## config.mk

```make
export PLATFORM = sky130hd
export DESIGN_NAME = sine_quarter_rom
export DESIGN_NICKNAME = d
export VERILOG_FILES = /design/src/rtl/tone_gen_pkg.sv /design/src/rtl/sine_quarter_rom.sv
export SDC_FILE = /design/constraint.sdc
export NUM_CORES = 1
export LEC_CHECK = 0
export CORE_UTILIZATION = 50
export DETAILED_ROUTE_END_ITERATION = 12
export PLACE_DENSITY = 0.76
export REMOVE_ABC_BUFFERS = 1
export SYNTH_ARGS = -nofsm -noshare
export SYNTH_HDL_FRONTEND = slang
export SYNTH_SLANG_ARGS = --single-unit
```

## constraint.sdc

```tcl
create_clock -name vclk -period 17.9
set_input_delay 5.37 -clock vclk [all_inputs]
set_output_delay 5.37 -clock vclk [all_outputs]
set_load 0.005 [all_outputs]
```

## src/rtl/tone_gen_pkg.sv

```systemverilog
// Shared types, constants and phase arithmetic for the built-in test-tone source.
package tone_gen_pkg;

    localparam int SAMPLE_W  = 16;
    localparam int PHASE_LEN = 48;
    localparam int IDX_W     = 6;

    typedef logic [IDX_W-1:0]           idx_t;
    typedef logic signed [SAMPLE_W-1:0] sample_t;

    typedef enum logic [1:0] {
        IDLE,
        RUN,
        STOPPING
    } state_t;

    // One quarter of a full-scale sine, sampled at 48 points per period.
    localparam sample_t Q [0:12] = '{
        16'sd0,     16'sd4277,  16'sd8481,  16'sd12539, 16'sd16384,
        16'sd19947, 16'sd23170, 16'sd25996, 16'sd28377, 16'sd30273,
        16'sd31650, 16'sd32487, 16'sd32767
    };

    // Phase step per sample; at 48 kHz this is also the tone frequency in kHz.
    localparam idx_t STEP_TABLE [8] = '{
        6'd1, 6'd2, 6'd3, 6'd4, 6'd6, 6'd8, 6'd12, 6'd16
    };

    // Advance the phase index by one step, wrapping at the period length.
    function automatic idx_t phase_advance(input idx_t idx, input idx_t step);
        logic [IDX_W:0] sum;
        sum = {1'b0, idx} + {1'b0, step};
        if (sum >= (IDX_W+1)'(PHASE_LEN)) begin
            sum = sum - (IDX_W+1)'(PHASE_LEN);
        end
        return sum[IDX_W-1:0];
    endfunction

endpackage

```

## src/rtl/sine_quarter_rom.sv

```systemverilog
// Combinational phase index to signed sine sample, built from a quarter-wave table.
module sine_quarter_rom
    import tone_gen_pkg::*;
(
    input  idx_t    idx,
    output sample_t sample
);

    logic [3:0] q_addr;
    logic       negate;

    // Fold the 48-point phase onto the 13-entry quarter wave and restore the sign.
    always_comb begin
        // NOTE: every output gets a default first so no path through the block can infer a latch.
        q_addr = '0;
        negate = 1'b0;
        if (idx <= 6'd12) begin
            q_addr = 4'(idx);
        end else if (idx <= 6'd24) begin
            q_addr = 4'(6'd24 - idx);
        end else if (idx <= 6'd36) begin
            q_addr = 4'(idx - 6'd24);
            negate = 1'b1;
        end else if (idx <= 6'd47) begin
            q_addr = 4'(6'd48 - idx);
            negate = 1'b1;
        end
        sample = negate ? -Q[q_addr] : Q[q_addr];
    end

endmodule

```

==> impl_results.md, run 1 <==
- DRT iter0 DRCs: 45
- Post-CTS Resized: 0
- Slew Viols, Final: 0
- Die area: 2590 sq um
- Die Height: 50.9 um
- Initial Utilization: 53.4%
- RSZ-0062 raised after global routing: false
- CTS Hold Buffers Added: 0
- First-pass GRT wire length: 5.68 mm
- Port buffer count: 22
- Post-Place Cells: 201
- DRC viols: 0
- Largest stage delay on the critical path: 0.60 ns
- Mapped cell area: 1190 sq um
- # fillers: 225
- Largest delay share family, worst path: buffers and inverters
- CP required: 12.53 ns
- Post-CTS Setup Bufs: 0
- Fraction of layout cells with a size suffix above 1: 11.0%
- Critical Path AT: 10.06 ns
- Antenna-violating nets left: 0
- Buffers and inverters on the worst path: 4
- HP Class: in -> out
- Per-cell routed wire length: 16.2 um
- Vias: 1286
- Post-route setup TNS: 0 ns
- Critical path class: in -> out
- Leak pwr: 0.551 nW
- Max Cap Viol: 0
- Crit. End Element: output port
- Register area share after synthesis: 0%
- Row cnt: 17
- Nets: 191
- Status: completed
- Slew HR: 51.2%
- Final period utilization: 86.2%
- Vias per inst: 6.40
- Commonest non-fill, non-tap cell in the layout: clkdlybuf4s50_1
- Most frequent cells in the layout: clkdlybuf4s50_1 (22), nand2_1 (14), nor2_1 (14)
- Clock buf count: 0
- # IOs: 22
- Slowest CP cell: clkdlybuf4s50_1
- Ant diodes: 0
- Total track usage: 27.7%
- Gr ovfl total: 0
- Mapped Cells: 160
- Initial antenna violation count: 0
- Crit start category: input port
- Post-Route Utilization: 62.5%
- PD cells: 49.3 nW/um^2
- Vias in the first global route: 1175
- Avg Cell Area, Syn: 7.46 sq um
- FF+latch count: 0
- Max Freq: 64.8 MHz
- Register area: 0 sq um
- Final min period: 15.43 ns
- Syn. warnings: 0
- CP Max Fanout: 11
- Largest net degree at the start of global routing: 16
- Total wire length: 3.26 mm
- Maximum vdd ir drop: 0.0276 mV
- HPWL Detailed: 2.54 mm
- Placer Congestion: 0.955
- CP dominant cell by count: ha_1
- Crit-path cells: clkdlybuf4s50_1 -> inv_2 -> ha_1 -> nand2_1 -> o211a_1 -> nand3_1 -> and2_1 -> inv_1 -> ha_1 -> nand2_1 -> a32o_1 -> ha_1 -> nor2b_1 -> nor2b_1 -> a32o_1 -> a41o_1 -> a22oi_1 -> clkdlybuf4s50_1
- Core region area: 2230 sq um
- Footprint of the multi-input gates: 1110 sq um
- Final setup vio count: 0
- Hold Vio Cnt, Final: 0
- Die Wd: 50.9 um
- Layout area overhead: 17.0%
- Yosys cell types: 62
- Worst-margin pin slew: 0.727 ns
- Non-filler instance count after layout: 201
- TritonRoute pass-1 iters: 4
==> cell usage after synthesis, drive strengths merged (5+ instances only) <==
| cell | count | area (sq um) |
|---|---|---|
| a211oi | 5 | 62.6 |
| a21oi | 9 | 48.8 |
| a22oi | 6 | 45.0 |
| a31oi | 6 | 37.5 |
| buf | 5 | 37.5 |
| ha | 10 | 125 |
| inv | 9 | 33.8 |
| nand2 | 14 | 52.6 |
| nor2 | 14 | 52.6 |
| o21ai | 8 | 43.8 |
| xor2 | 8 | 70.1 |
==> layer usage <==
metal | part of all wire, % | wire length, um | vias to the layer above | track usage (%)
met5 | 0 | 0 | - | 0
met4 | 0 | 0 | 0 | 0.926
met3 | 4.7 | 154 | 0 | 0.893
met2 | 47 | 1530 | 37 | 46.4
met1 | 48 | 1570 | 605 | 41.1
li1 | - | - | 644 | -
==> worst paths after layout <==
path,start,to,depth (start not counted)
min,idx[0],sample[8],4
max,idx[0],sample[14],18
==> cells by family (layout without fill, tap and decap cells) <==
group                    after synthesis  in the layout  synth area share [%]
adder cells (fa/ha/maj)               10             10                  10.5
AND/OR/NAND/NOR                       55             55                  26.1
XOR/XNOR                              11             11                  8.07
buffers and inverters                 18             31                  7.23
multiplexers                           2              2                  1.68
AO/OA/AOI/OAI                         64             64                  46.4
==> per-stage QoR <==
step	power (mW)	setup slack, ns	hold WS, ns	area [sq um]
floorplan	0.0410	4.16	10.94	1140
global placement	0.0676	2.64	12.16	1400
detailed placement	0.0681	2.53	12.14	1400
CTS	0.0684	2.51	12.15	1400
global route	0.0753	2.15	12.21	1400
finish	0.0689	2.47	12.15	1400
==> cell type report <==
class              count  area share [%]
repair buffers        22            15.8
inverters              9            2.42
well taps             28            2.51
multi-input cells    142            79.3
==> where the power goes <==
part / leakage [nW] / internal, mW / switching [mW]
Combinational: 0.551 / 0.0337 / 0.0352
Clock: 0 / 0 / 0
Sequential: 0 / 0 / 0
Total: 0.551 / 0.0337 / 0.0352
Power figures use the tool's default switching activity.
==> inputs of run 2 (changes only) <==
--- a/config.mk
+++ b/config.mk
@@ -9,6 +9,7 @@
 export DETAILED_ROUTE_END_ITERATION = 12
 export PLACE_DENSITY = 0.76
 export REMOVE_ABC_BUFFERS = 1
+export SLEW_MARGIN = 25
 export SYNTH_ARGS = -nofsm -noshare
 export SYNTH_HDL_FRONTEND = slang
 export SYNTH_SLANG_ARGS = --single-unit
==> results of run 2 <==
Same layout as run 1: the final DEF is identical, and so are final timing and power.
